[src/rtl/wave_crossfade_selector.sv]
`default_nettype none
// +----------------------------------------------------------------------------+
// | Module      : wave_crossfade_selector                                      |
// | Description : Registered waveform channel selector. Picks one of NUM_CH    |
// |               packed generator channels and drives it to the DAC path.     |
// |               Channel changes take effect only on sample strobes, as a     |
// |               linear crossfade over 2^FADE_LOG2 samples.                   |
// | Ports       : clk        - system clock, rising edge                       |
// |               rst        - synchronous reset, active-high                  |
// |               sample_en  - one-cycle sample strobe                         |
// |               waves_in   - packed channels, ch i = [i*WIDTH +: WIDTH]      |
// |               select     - requested channel (level)                       |
// |               wave_out   - registered output sample                        |
// |               active_sel - channel currently fully selected                |
// |               busy       - high while a crossfade is in progress           |
// | Revision    : 1.0 - initial release                                        |
// +----------------------------------------------------------------------------+
module wave_crossfade_selector #(
    parameter int WIDTH      = 8,
    parameter int NUM_CH     = 7,
    parameter int SEL_W      = 3,
    parameter int DEFAULT_CH = 3,
    parameter int FADE_LOG2  = 2
) (
    input  logic                    clk,
    input  logic                    rst,
    input  logic                    sample_en,
    input  logic [NUM_CH*WIDTH-1:0] waves_in,
    input  logic [SEL_W-1:0]        select,
    output logic [WIDTH-1:0]        wave_out,
    output logic [SEL_W-1:0]        active_sel,
    output logic                    busy
);

    localparam int c_KW = FADE_LOG2 + 1;
    localparam int c_PW = WIDTH + FADE_LOG2 + 1;

    localparam logic [c_KW-1:0]  c_N          = c_KW'(1 << FADE_LOG2);
    localparam logic [SEL_W:0]   c_NUM_CH     = (SEL_W+1)'(NUM_CH);
    localparam logic [SEL_W-1:0] c_DEFAULT_CH = SEL_W'(DEFAULT_CH);

    localparam logic [1:0] c_ST_IDLE = 2'b00;
    localparam logic [1:0] c_ST_FADE = 2'b01;

    // ------------------------------------------------------------------
    // Registers and next-state values
    // ------------------------------------------------------------------
    logic [1:0]       r_state,  w_state_nxt;
    logic [c_KW-1:0]  r_k,      w_k_nxt;
    logic [SEL_W-1:0] r_target, w_target_nxt;
    logic [SEL_W-1:0] r_active, w_active_nxt;
    logic [WIDTH-1:0] r_wave,   w_wave_nxt;
    logic             r_busy,   w_busy_nxt;

    // ------------------------------------------------------------------
    // Channel unpacking and selection
    // ------------------------------------------------------------------
    logic [WIDTH-1:0] w_ch [NUM_CH];

    genvar gi;
    generate
        for (gi = 0; gi < NUM_CH; gi++) begin : g_unpack
            assign w_ch[gi] = waves_in[gi*WIDTH +: WIDTH];
        end
    endgenerate

    logic [SEL_W-1:0] w_eff_sel;
    logic [WIDTH-1:0] w_ch_active;
    logic [WIDTH-1:0] w_ch_target;

    // Out-of-range requests fall back to the default channel.
    assign w_eff_sel   = ({1'b0, select} < c_NUM_CH) ? select : c_DEFAULT_CH;
    // active/target only ever hold in-range channel numbers.
    assign w_ch_active = w_ch[r_active];
    assign w_ch_target = w_ch[r_target];

    // ------------------------------------------------------------------
    // Crossfade mix for the step the next strobe lands on (k+1)
    // ------------------------------------------------------------------
    logic [c_KW-1:0]  w_k_inc;
    logic [c_PW-1:0]  w_prod_a;
    logic [c_PW-1:0]  w_prod_b;
    logic [c_PW-1:0]  w_sum;
    logic [WIDTH-1:0] w_mix;

    assign w_k_inc  = r_k + c_KW'(1);
    // In FADE w_k_inc never exceeds N, so N-k does not wrap.
    assign w_prod_a = c_PW'(c_N - w_k_inc) * c_PW'(w_ch_active);
    assign w_prod_b = c_PW'(w_k_inc) * c_PW'(w_ch_target);
    assign w_sum    = w_prod_a + w_prod_b;
    // Weights sum to N, so the scaled result always fits WIDTH.
    assign w_mix    = WIDTH'(w_sum >> FADE_LOG2);

    // ------------------------------------------------------------------
    // State register: everything advances only on a sample strobe
    // ------------------------------------------------------------------
    always_ff @(posedge clk) begin
        if (rst) begin
            r_state  <= c_ST_IDLE;
            r_k      <= '0;
            r_target <= c_DEFAULT_CH;
            r_active <= c_DEFAULT_CH;
            r_wave   <= '0;
            r_busy   <= 1'b0;
        end else if (sample_en) begin
            r_state  <= w_state_nxt;
            r_k      <= w_k_nxt;
            r_target <= w_target_nxt;
            r_active <= w_active_nxt;
            r_wave   <= w_wave_nxt;
            r_busy   <= w_busy_nxt;
        end
    end

    // ------------------------------------------------------------------
    // Next-state logic
    // ------------------------------------------------------------------
    always_comb begin
        w_state_nxt = c_ST_IDLE;
        case (r_state)
            c_ST_IDLE: begin
                if (w_eff_sel != r_active) begin
                    w_state_nxt = c_ST_FADE;
                end
            end
            c_ST_FADE: begin
                // select is deliberately ignored here; no request is queued.
                if (w_k_inc == c_N) begin
                    w_state_nxt = c_ST_IDLE;
                end else begin
                    w_state_nxt = c_ST_FADE;
                end
            end
            default: w_state_nxt = c_ST_IDLE;
        endcase
    end

    // ------------------------------------------------------------------
    // Output / datapath next values
    // ------------------------------------------------------------------
    always_comb begin
        w_k_nxt      = r_k;
        w_target_nxt = r_target;
        w_active_nxt = r_active;
        w_wave_nxt   = r_wave;
        w_busy_nxt   = 1'b0;
        case (r_state)
            c_ST_IDLE: begin
                // The detecting strobe still emits the old channel.
                w_wave_nxt = w_ch_active;
                if (w_eff_sel != r_active) begin
                    w_target_nxt = w_eff_sel;
                    w_k_nxt      = '0;
                    w_busy_nxt   = 1'b1;
                end
            end
            c_ST_FADE: begin
                w_k_nxt = w_k_inc;
                if (w_k_inc == c_N) begin
                    // Final step lands exactly on the target channel.
                    w_wave_nxt   = w_ch_target;
                    w_active_nxt = r_target;
                    w_busy_nxt   = 1'b0;
                end else begin
                    w_wave_nxt = w_mix;
                    w_busy_nxt = 1'b1;
                end
            end
            default: begin
                w_k_nxt    = '0;
                w_busy_nxt = 1'b0;
            end
        endcase
    end

    assign wave_out   = r_wave;
    assign active_sel = r_active;
    assign busy       = r_busy;

endmodule
`default_nettype wire

[config.mk]
export PLATFORM = sky130hd
export DESIGN_NAME = wave_crossfade_selector
export DESIGN_NICKNAME = d
export VERILOG_FILES = /design/src/rtl/wave_crossfade_selector.sv
export SDC_FILE = /design/constraint.sdc
export NUM_CORES = 1
export LEC_CHECK = 0
export BUFFER_PORTS_ARGS = -buffer_cell sky130_fd_sc_hd__buf_2
export CAP_MARGIN = 40
export CORE_UTILIZATION = 51
export CTS_CLUSTER_DIAMETER = 100
export CTS_CLUSTER_SIZE = 30
export DETAILED_ROUTE_END_ITERATION = 8
export PLACE_DENSITY = 0.81
export SETUP_SLACK_MARGIN = 0.05
export SLEW_MARGIN = 0
export SYNTH_ARGS = -nofsm -noshare
export SYNTH_HDL_FRONTEND = slang
export SYNTH_SLANG_ARGS = --single-unit
[constraint.sdc]
create_clock -name clk -period 5 [get_ports clk]
set_input_delay 1 -clock clk [delete_from_list [all_inputs] [get_ports clk]]
set_output_delay 1 -clock clk [all_outputs]
set_load 0.02 [all_outputs]
==> impl_metrics.env, run 1 <==
export IMPL_core_area_um2=6310
export IMPL_route_vias_total=3351
export IMPL_violated_checks="setup timing"
export IMPL_drv_cap=0
export IMPL_grt_antenna_before_repair=0
export IMPL_critical_path_class="in2reg"
export IMPL_final_hold_violation_count=0
export IMPL_drt_total_wl_um=9990
export IMPL_floorplan_die_width_um=82.7
export IMPL_wire_length_of_the_first_global_routing_pass_um=15300
export IMPL_maxClockFrequency_ghz=0.198
export IMPL_drc_errors=0
export IMPL_synth_cell_area_um2=3320
export IMPL_place_hpwl_um=7410
export IMPL_drv_slew=0
export IMPL_global_route_congestion_overflow_total=0
export IMPL_num_fill_cells=508
export IMPL_design_final_nets=599
export IMPL_total_global_route_track_usage=0.305
export IMPL_synth_warnings=0
export IMPL_routed_wire_length_per_instance_um=17.9
export IMPL_dominant_cells_by_area_after_synthesis="fa_1 (20%), dfxtp_1 (11%), mux4_2 (9.5%)"
export IMPL_cts_sinks=18
export IMPL_dominantRegCellSynth="dfxtp_1"
export IMPL_routability_driven_placement_congestion_ratio=0.875
export IMPL_numPlacedInstances=550
export IMPL_status="finished with violations"
export IMPL_die_h_um=82.7
export IMPL_final_setup_skew_ns=0.0139
export IMPL_tritoncts_num_buffers=3
export IMPL_synth_top_area_share=0.199
export IMPL_setup_violations_final=2
export IMPL_critPathLaunchType="primary input"
export IMPL_synth_seq_area_share=0.108
export IMPL_final_layout_size_suffix_gt1_frac=0.346
export IMPL_cts_root_buffer_cell="clkbuf_8"
export IMPL_first_global_vias=3419
export IMPL_most_frequently_used_cell_type_in_the_post_synthesis_netlist="nor2_1"
export IMPL_via_per_inst=5.99
export IMPL_critPathMaxFanout=4
export IMPL_yosysTopAreaCell="fa_1"
export IMPL_synth_common_cells="nor2_1 (56), inv_1 (46), fa_1 (33), mux2i_1 (26), nand2_1 (24)"
export IMPL_period_share=1.01
export IMPL_grt_setup_unrepaired="true"
export IMPL_avg_inst_size_synth_um2=8.59
export IMPL_max_slew_worst_pin_slew_ns=0.611
export IMPL_worst_slack_ns=-0.0424
export IMPL_fin_crit_ns=5.04
export IMPL_antenna_violating_nets_post_route=0
export IMPL_clock_insertion_delay_worst_skew_ns=0.28
export IMPL_irDropWorstVdd_v=0.000243
export IMPL_clkTransAtPathRegs_ns=0.10
export IMPL_multi_input_area_um2=2810
export IMPL_power_density_nw_per_um2=275
export IMPL_area_sequential_um2=360
export IMPL_drt_pre_antenna_iters=5
export IMPL_synth_async_sr_flop_share=0
export IMPL_setup_tns_final_ns=-0.0530
export IMPL_ctsHtreeMaxLevel=1
export IMPL_cts_tree="done"
export IMPL_ctsHoldBuffers=0
export IMPL_worst_setup_path_end_kind="flip-flop"
export IMPL_initial_core_util=0.527
export IMPL_drt_iter0_drc=254
export IMPL_row_count=29
export IMPL_slew_limit_headroom=0.592
export IMPL_synth_seq_cells=18
export IMPL_power_leakage_nw=2.12
export IMPL_nets_in_the_synthesized_netlist=503
export IMPL_worstPathArrival_ns=5.25
export IMPL_antennaDiodeCount=0
export IMPL_critPathRequiredTime_ns=5.20
export IMPL_layout_area_overhead_vs_synth_pct=27.5
export IMPL_grt_max_degree=25
export IMPL_postSynthCellCount=387
export IMPL_port_buffer_count=73
export IMPL_worst_hold_path_type="reg2reg"
export IMPL_clk_path_buf_depth=2
export IMPL_ys_types=41
export IMPL_die_area_um2=6850
export IMPL_num_io_pins=74
export IMPL_synth_enable_flop_cells=0
export IMPL_final_cell_count_no_fill=559
[report_power, final]
part           total [mW]  internal [mW]  switching, mW
combinational       0.858          0.416          0.442
clock               0.137         0.0705         0.0664
sequential          0.168          0.156         0.0125
total                1.16          0.642          0.521
[registers in the layout, summed over array words and instances (netlist names)]
name	flops
busy	1
active_sel	3
r_target	3
r_k	3
wave_out	8
[through the flow]
stage	utilization	hold WS [ns]	setup slack [ns]	power (mW)	cell area, um^2
floorplan	-	0.455	0.0218	0.750	3410
detailed placement	0.638	0.487	-0.305	0.973	4030
global route	0.671	0.534	-0.253	1.27	4240
CTS	0.658	0.500	0.0192	1.13	4150
global placement	0.638	0.468	-0.227	0.939	4030
finish	0.671	0.494	-0.0424	1.16	4240
[layout by cell type (no fill, tap or decap), types with 14 or more instances in the layout]
cell type,instances
nand2_1,24
ha_1,18
inv_1,44
mux2i_1,26
buf_4,41
dfxtp_1,18
fa_1,32
mux4_2,14
nor2_1,55
buf_2,68
[path summary, 6_finish.rpt]
| kind | slack, ns | depth (start not counted) | end | from |
|---|---|---|---|---|
| max | -0.04 | 18 | wave_out[6] | waves_in[26] |
| min | 0.49 | 2 | wave_out[2] | wave_out[2] |
| max reg2reg | 0.07 | 19 | wave_out[6] | r_target[1] |
| min reg2reg | 0.49 | 2 | wave_out[2] | wave_out[2] |
[kinds of logic after synthesis]
logic type | count (synthesis) | synth area share
AO/OA/AOI/OAI | 76 | 0.152
multiplexers | 40 | 0.173
flip-flops | 18 | 0.108
buffers and inverters | 72 | 0.0948
XOR/XNOR | 14 | 0.0410
adder cells (fa/ha/maj) | 54 | 0.278
AND/OR/NAND/NOR | 113 | 0.152
[critical path, cell delays in order]
cell      delay, ns
buf_2          0.11
mux4_2         0.49
o21ai_4        0.22
or2_2          0.16
fa_1           0.45
fa_1           0.50
fa_1           0.51
inv_1          0.04
ha_1           0.27
ha_2           0.20
fa_2           0.34
a21o_1         0.20
a21oi_2        0.17
o21bai_1       0.11
a21oi_2        0.15
xnor2_1        0.12
nand2_1        0.08
a21oi_2        0.12
[cell type report]
class / instances / share of cell area
Tap cell: 77 / 0.0227
Timing Repair Buffer: 116 / 0.174
Clock buffer: 4 / 0.0130
Multi-Input combinational cell: 297 / 0.664
Sequential cell: 18 / 0.0850
Inverter: 47 / 0.0416
[metal layers]
metal / wire (um) / up-vias / track usage
met5: 0 / - / 0
met4: 422 / 0 / 0.129
met3: 686 / 52 / 0.0473
met2: 5160 / 174 / 0.573
met1: 3720 / 1619 / 0.336
li1: - / 1506 / -
[timing repair]
| action | in CTS | in global routing |
|---|---|---|
| setup buffers | 2 | 2 |
| gates resized for setup | 9 | 12 |
| pin swaps | 9 | 17 |
| endpoints found under the hold margin | 0 | 0 |
| setup endpoints to repair | 3 | 5 |
Power figures use the tool's default switching activity.
==> inputs of run 2 (changes only) <==
--- a/config.mk
+++ b/config.mk
@@ -5,13 +5,14 @@
 export SDC_FILE = /design/constraint.sdc
 export NUM_CORES = 1
 export LEC_CHECK = 0
+export ABC_AREA = 1
 export BUFFER_PORTS_ARGS = -buffer_cell sky130_fd_sc_hd__buf_2
 export CAP_MARGIN = 40
 export CORE_UTILIZATION = 51
 export CTS_CLUSTER_DIAMETER = 100
 export CTS_CLUSTER_SIZE = 30
 export DETAILED_ROUTE_END_ITERATION = 8
-export PLACE_DENSITY = 0.81
+export PLACE_DENSITY = 0.8
 export SETUP_SLACK_MARGIN = 0.05
 export SLEW_MARGIN = 0
 export SYNTH_ARGS = -nofsm -noshare
==> run 2 against run 1 <==
Net effect:
- the flow still finishes with violations (setup timing)
- highest routed layer unchanged
- die area is 5.7% higher
- critical path depth is 5 higher
- clock power is 20% lower
- critical path type unchanged
- non-clock buffer count is 15 higher
- wire length is 11% higher
- largest power group unchanged
==> impl_metrics.env, run 2 <==
export IMPL_dominantRegCellSynth="dfxtp_1"
export IMPL_number_of_flip_flops_in_the_largest_register=8
export IMPL_num_io_pins=74
export IMPL_clock_insertion_delay_worst_skew_ns=0.26
export IMPL_sequentialPowerShare=0.127
export IMPL_critPathMaxFanout=3
export IMPL_dominant_cells_by_area_after_synthesis="fa_1 (19%), inv_1 (11%), dfxtp_1 (10%)"
export IMPL_synth_xor_area_share=0.00498
export IMPL_cts_sinks=18
export IMPL_place_hpwl_um=8700
export IMPL_wire_length_of_the_first_global_routing_pass_um=18300
export IMPL_synth_top_area_share=0.188
export IMPL_synth_seq_area_share=0.102
export IMPL_worst_setup_path_end_kind="flip-flop"
export IMPL_drc_errors=0
export IMPL_grt_setup_unrepaired="true"
export IMPL_setup_violations_final=2
export IMPL_drt_pre_antenna_iters=5
export IMPL_first_global_vias=3999
export IMPL_critPathRequiredTime_ns=5.20
export IMPL_final_setup_skew_ns=0.00251
export IMPL_comb_power_share=0.792
export IMPL_die_area_um2=7240
export IMPL_synth_async_sr_flop_share=0
export IMPL_synth_cell_area_um2=3520
export IMPL_switching_power_uw=650
export IMPL_violated_checks="setup timing"
export IMPL_yosysTopAreaCell="fa_1"
export IMPL_final_common_cell="inv_1"
export IMPL_switching_fraction_of_total_power=0.478
export IMPL_row_count=29
export IMPL_worst_slack_ns=-0.0836
export IMPL_design_final_nets=773
export IMPL_power_leakage_nw=2.35
export IMPL_p_int_uw=711
export IMPL_layout_area_overhead_vs_synth_pct=28.4
export IMPL_via_per_inst=5.57
export IMPL_maxClockFrequency_ghz=0.197
export IMPL_period_share=1.02
export IMPL_core_area_um2=6490
export IMPL_antennaDiodeCount=0
export IMPL_worstPathArrival_ns=5.28
export IMPL_most_frequently_used_cell_type_in_the_post_synthesis_netlist="inv_1"
export IMPL_drt_total_wl_um=11100
export IMPL_port_buffer_count=73
export IMPL_grt_max_degree=26
export IMPL_drv_slew=0
export IMPL_total_global_route_track_usage=0.316
export IMPL_nets_in_the_synthesized_netlist=658
export IMPL_avg_inst_size_synth_um2=6.49
export IMPL_cts_tree="done"
export IMPL_setup_tns_final_ns=-0.133
export IMPL_tritoncts_num_buffers=3
export IMPL_grt_antenna_before_repair=0
export IMPL_critPathLaunchType="primary input"
export IMPL_dp_worst_setup_slack_ns=-0.348
export IMPL_die_h_um=85.1
export IMPL_postSynthCellCount=542
export IMPL_post_synth_mux_area_share=0
export IMPL_layout_common_cells="inv_1 (91), nand2_1 (86), buf_2 (72)"
export IMPL_synth_common_cells="inv_1 (99), nand2_1 (90), nor2_1 (74), o21ai_0 (50), a21oi_1 (36)"
export IMPL_ctsHoldBuffers=0
export IMPL_status="finished with violations"
export IMPL_routability_driven_placement_congestion_ratio=0.894
export IMPL_antenna_violating_nets_post_route=0
export IMPL_final_layout_size_suffix_gt1_frac=0.310
export IMPL_yosys_area_share_adder=0.262
export IMPL_worst_hold_path_type="reg2reg"
export IMPL_synth_enable_flop_cells=0
export IMPL_max_slew_worst_pin_slew_ns=0.620
export IMPL_simple_gate_share_of_the_synthesized_area=0.264
export IMPL_cts_root_buffer_cell="clkbuf_8"
export IMPL_clk_path_buf_depth=2
export IMPL_floorplan_die_width_um=85.1
export IMPL_slew_limit_headroom=0.585
export IMPL_drt_iter0_drc=279
export IMPL_fin_crit_ns=5.08
export IMPL_ctsHtreeMaxLevel=1
export IMPL_irDropWorstVdd_v=0.000234
export IMPL_final_hold_violation_count=0
export IMPL_clkTransAtPathRegs_ns=0.08
export IMPL_synth_top_family_by_area="simple AND/OR/NAND/NOR gates"
export IMPL_initial_core_util=0.542
export IMPL_power_density_nw_per_um2=301
export IMPL_routed_wire_length_per_instance_um=15.2
export IMPL_drv_cap=0
export IMPL_p_clk_frac=0.081
export IMPL_ys_types=34
export IMPL_route_vias_total=4075
export IMPL_synth_compound_gate_area_share=0.210
export IMPL_synth_warnings=0
export IMPL_power_mw=1.36
export IMPL_synth_seq_cells=18
export IMPL_critical_path_class="in2reg"
export IMPL_global_route_congestion_overflow_total=0
[run 2: changes by cell type after synthesis, moves of 7 or more]
| cell | delta |
|---|---|
| a21oi_1 | +18 |
| clkbuf_1 | -7 |
| inv_1 | +53 |
| mux2i_1 | -26 |
| mux4_2 | -14 |
| nand2_1 | +66 |
| nand3_1 | +23 |
| nand3_2 | +7 |
| nor2_1 | +18 |
| nor2b_1 | -14 |
| o21ai_0 | +49 |
| o21ai_1 | -8 |
| xnor2_1 | -8 |
[run 2: metrics by stage]
stage	cells	cell area, um^2	hold slack, ns	util
floorplan	542	3580	0.440	-
global placement	719	4240	0.452	0.653
detailed placement	719	4240	0.472	0.653
CTS	729	4400	0.482	0.678
global route	732	4520	0.516	0.695
finish	732	4520	0.497	0.695
[run 2: final timing paths]
path	start	endpoint	slack, ns	cells past startpoint
setup / recovery	waves_in[36]	wave_out[7]	-0.08	23
hold / removal	r_k[1]	r_k[1]	0.50	2
setup reg to reg	r_k[0]	wave_out[6]	0.05	22
hold reg to reg	r_k[1]	r_k[1]	0.50	2
[run 2: kinds of logic (layout without fill, tap and decap cells)]
logic type,Yosys count,count (layout)
AO/OA/AOI/OAI,129,129
XOR/XNOR,2,2
adder cells (fa/ha/maj),54,54
buffers and inverters,125,238
flip-flops,18,18
AND/OR/NAND/NOR,214,214
[run 2: layer usage]
metal  wire length (um)  track usage
met3                756       0.0438
met2               5450        0.554
met5                  0            0
met4                252       0.0632
met1               4670        0.418
[run 2: worst max-delay path, cell delays in order]
cell	delay, ns
buf_6	0.10
o21ai_2	0.12
nor2_1	0.05
a21oi_1	0.13
inv_1	0.10
o21ai_4	0.24
buf_4	0.16
buf_6	0.09
inv_1	0.06
nor2_2	0.14
fa_1	0.46
fa_1	0.48
fa_1	0.50
inv_2	0.04
fa_1	0.52
inv_1	0.06
ha_4	0.28
nand2_2	0.07
nor4_4	0.27
nor2_2	0.08
nand3_1	0.09
nand3_1	0.09
a21oi_2	0.16
[run 2: power by group through the flow]
stage,sequential [mW],combinational (mW),clock [mW]
final,0.173,1.08,0.110
after global routing,0.174,1.20,0.116
after CTS,0.172,0.950,0.110
after detailed placement,0.175,0.894,0
after global placement,0.175,0.863,0
after floorplan,0.186,0.586,0
[run 2: repair_timing]
| item | 4_1_cts | 5_1_grt |
|---|---|---|
| setup endpoints to repair | 2 | 6 |
| pin swaps | 28 | 42 |
| setup buffers | 7 | 3 |
| resized for setup | 25 | 22 |
[run 2: cell type report]
type	instances	area [um^2]
well taps	77	96.3
flip-flops and latches	18	360
clock buffers	3	41.3
repair buffers	131	811
multi-input cells	399	2810
inverters	104	402
fillers	548	1980
==> inputs of run 3 (changes only) <==
--- a/config.mk
+++ b/config.mk
@@ -8,11 +8,13 @@
 export ABC_AREA = 1
 export BUFFER_PORTS_ARGS = -buffer_cell sky130_fd_sc_hd__buf_2
 export CAP_MARGIN = 40
-export CORE_UTILIZATION = 51
+export CELL_PAD_IN_SITES_DETAIL_PLACEMENT = 0
+export CELL_PAD_IN_SITES_GLOBAL_PLACEMENT = 1
+export CORE_UTILIZATION = 36
 export CTS_CLUSTER_DIAMETER = 100
 export CTS_CLUSTER_SIZE = 30
 export DETAILED_ROUTE_END_ITERATION = 8
-export PLACE_DENSITY = 0.8
+export PLACE_DENSITY = 0.81
 export SETUP_SLACK_MARGIN = 0.05
 export SLEW_MARGIN = 0
 export SYNTH_ARGS = -nofsm -noshare
==> run 3 against run 2 <==
Net effect:
- the run still ends with setup timing left
- maximum frequency grew 1.5%
- register-to-register slack lost 0.06 ns
- combinational power is essentially flat
- setup slack gained 0.073 ns
- wire length grew 2.9%
- total power grew 3.0%
- non-clock buffer count is the same
- critical endpoint is now wave_out[6]
- highest routed layer unchanged
==> impl_metrics.env, run 3 (synthesis gave the netlist of run 2 again) <==
export IMPL_grt_antenna_before_repair=0
export IMPL_num_io_pins=74
export IMPL_worst_setup_path_end_kind="flip-flop"
export IMPL_layout_common_cells="inv_1 (90), nand2_1 (84), buf_2 (72)"
export IMPL_ctsHoldBuffers=0
export IMPL_maxClockFrequency_ghz=0.200
export IMPL_cts_root_buffer_cell="clkbuf_8"
export IMPL_drt_total_wl_um=11500
export IMPL_wire_length_of_the_first_global_routing_pass_um=18600
export IMPL_die_h_um=101
export IMPL_dpl_instance_area_um2=4330
export IMPL_initial_core_util=0.375
export IMPL_clkTransAtPathRegs_ns=0.09
export IMPL_row_count=35
export IMPL_final_cell_area_um2=4680
export IMPL_routed_wire_length_per_instance_um=14.6
export IMPL_routability_driven_placement_congestion_ratio=0.878
export IMPL_critPathMaxFanout=6
export IMPL_hold_ws_ns=0.474
export IMPL_die_area_um2=10200
export IMPL_layout_area_overhead_vs_synth_pct=33.0
export IMPL_core_area_um2=9370
export IMPL_worst_slack_ns=-0.0103
export IMPL_setup_violations_final=1
export IMPL_worstPathArrival_ns=5.17
export IMPL_fin_crit_ns=5.01
export IMPL_numPlacedInstances=769
export IMPL_cts_tree="done"
export IMPL_cp_buffers_inverters=5
export IMPL_drv_slew=0
export IMPL_slew_limit_headroom=0.593
export IMPL_ctsHtreeMaxLevel=1
export IMPL_final_cell_count_no_fill=785
export IMPL_grt_setup_unrepaired="true"
export IMPL_final_common_cell="inv_1"
export IMPL_max_slew_worst_pin_slew_ns=0.609
export IMPL_clk_path_buf_depth=2
export IMPL_total_global_route_track_usage=0.233
export IMPL_violated_checks="setup timing"
export IMPL_dp_worst_setup_slack_ns=-0.355
export IMPL_critical_path_class="reg2reg"
export IMPL_place_hpwl_um=9090
export IMPL_cp_slowest_cell="fa_1"
export IMPL_final_hold_violation_count=0
export IMPL_drt_pre_antenna_iters=5
export IMPL_route_vias_total=4010
export IMPL_critPathLaunchType="flip-flop"
export IMPL_power_density_nw_per_um2=300
export IMPL_via_per_inst=5.11
export IMPL_number_of_flip_flops_in_the_largest_register=8
export IMPL_tritoncts_num_buffers=3
export IMPL_clock_insertion_delay_worst_skew_ns=0.27
export IMPL_critical_path_max_stage_delay_ns=0.52
export IMPL_drv_cap=0
export IMPL_final_setup_skew_ns=0.00915
export IMPL_final_layout_size_suffix_gt1_frac=0.320
export IMPL_drc_errors=0
export IMPL_antenna_violating_nets_post_route=0
export IMPL_critPathRequiredTime_ns=5.16
export IMPL_path_cells="ha_4 -> ha_4 -> inv_2 -> ha_4 -> clkinvlp_4 -> nor2_4 -> fa_1 -> fa_1 -> fa_1 -> inv_1 -> fa_1 -> inv_2 -> ha_4 -> inv_2 -> o21ai_2 -> a31oi_2 -> nor2_2 -> o21ai_1 -> nand2_1 -> or2_4 -> a31oi_1 -> nor2_1"
export IMPL_design_final_nets=773
export IMPL_drt_iter0_drc=169
export IMPL_global_route_congestion_overflow_total=0
export IMPL_cts_sinks=18
export IMPL_worst_path_dominant_cell_family="adder cells"
export IMPL_worst_hold_path_type="reg2reg"
export IMPL_power_leakage_nw=2.38
export IMPL_grt_max_degree=27
export IMPL_port_buffer_count=73
export IMPL_floorplan_die_width_um=101
export IMPL_status="finished with violations"
export IMPL_period_share=1.00
export IMPL_irDropWorstVdd_v=0.000191
export IMPL_first_global_vias=3924
export IMPL_antennaDiodeCount=0
==> run 3: cell count changes in the layout (fill, tap and decap cells not counted), moves of 2 or more <==
cell and delta:
buf_12 +3, buf_4 -3, ha_4 +2, nand2_1 -2
nand2_2 +2, nor2_2 -2, nor2_4 +3
==> run 3: worst reg2reg max path, delay by kind of cell, from the launching register on <==
| kind | cells | cell delay [ns] |
|---|---|---|
| flip-flops | 1 | 0.35 |
| AND/OR/NAND/NOR | 5 | 0.65 |
| buffers and inverters | 5 | 0.41 |
| AO/OA/AOI/OAI | 4 | 0.56 |
| adder cells (fa/ha/maj) | 8 | 2.94 |
==> run 3: power by group <==
| part | switching [mW] | internal [mW] |
|---|---|---|
| sequential | 0.0128 | 0.159 |
| clock | 0.0615 | 0.0703 |
| combinational | 0.590 | 0.508 |
| total | 0.664 | 0.737 |
==> run 3: path summary, 6_finish.rpt <==
kind	startpoint	endpoint	slack (ns)	cells past startpoint
hold reg to reg	r_k[2]	r_k[2]	0.47	2
setup / recovery	r_k[1]	wave_out[6]	-0.01	22
hold / removal	r_k[2]	r_k[2]	0.47	2
setup reg to reg	r_k[1]	wave_out[6]	-0.01	22
==> run 3: layout make-up <==
type	count	area (um^2)
tap	129	161
multi-input combinational	399	2850
inverter	104	402
clock buffer	4	55.1
fill	1021	4690
sequential	18	362
timing repair buffer	131	848
==> run 3: stage by stage <==
| step | TNS, ns | util | power (mW) |
|---|---|---|---|
| finish | -0.0103 | 0.499 | 1.40 |
| global route | -0.326 | 0.499 | 1.55 |
| CTS | 0 | 0.476 | 1.21 |
| detailed placement | -0.802 | 0.462 | 1.05 |
| global placement | -0.532 | 0.462 | 1.03 |
| floorplan | 0 | - | 0.773 |
==> run 3: per-layer routing <==
| metal | routed length, um | track usage |
|---|---|---|
| met1 | 5100 | 0.295 |
| met3 | 542 | 0.0395 |
| met5 | 0 | 0 |
| met4 | 107 | 0.0334 |
| met2 | 5700 | 0.424 |
==> run 3: repair_timing <==
action | 4_1_cts | 5_1_grt
cloned | 0 | 0
endpoints found under the setup margin | 2 | 6
buffers inserted | 4 | 9
gates resized for setup | 18 | 39
endpoints found under the hold margin | 0 | 0
pin swaps | 17 | 34
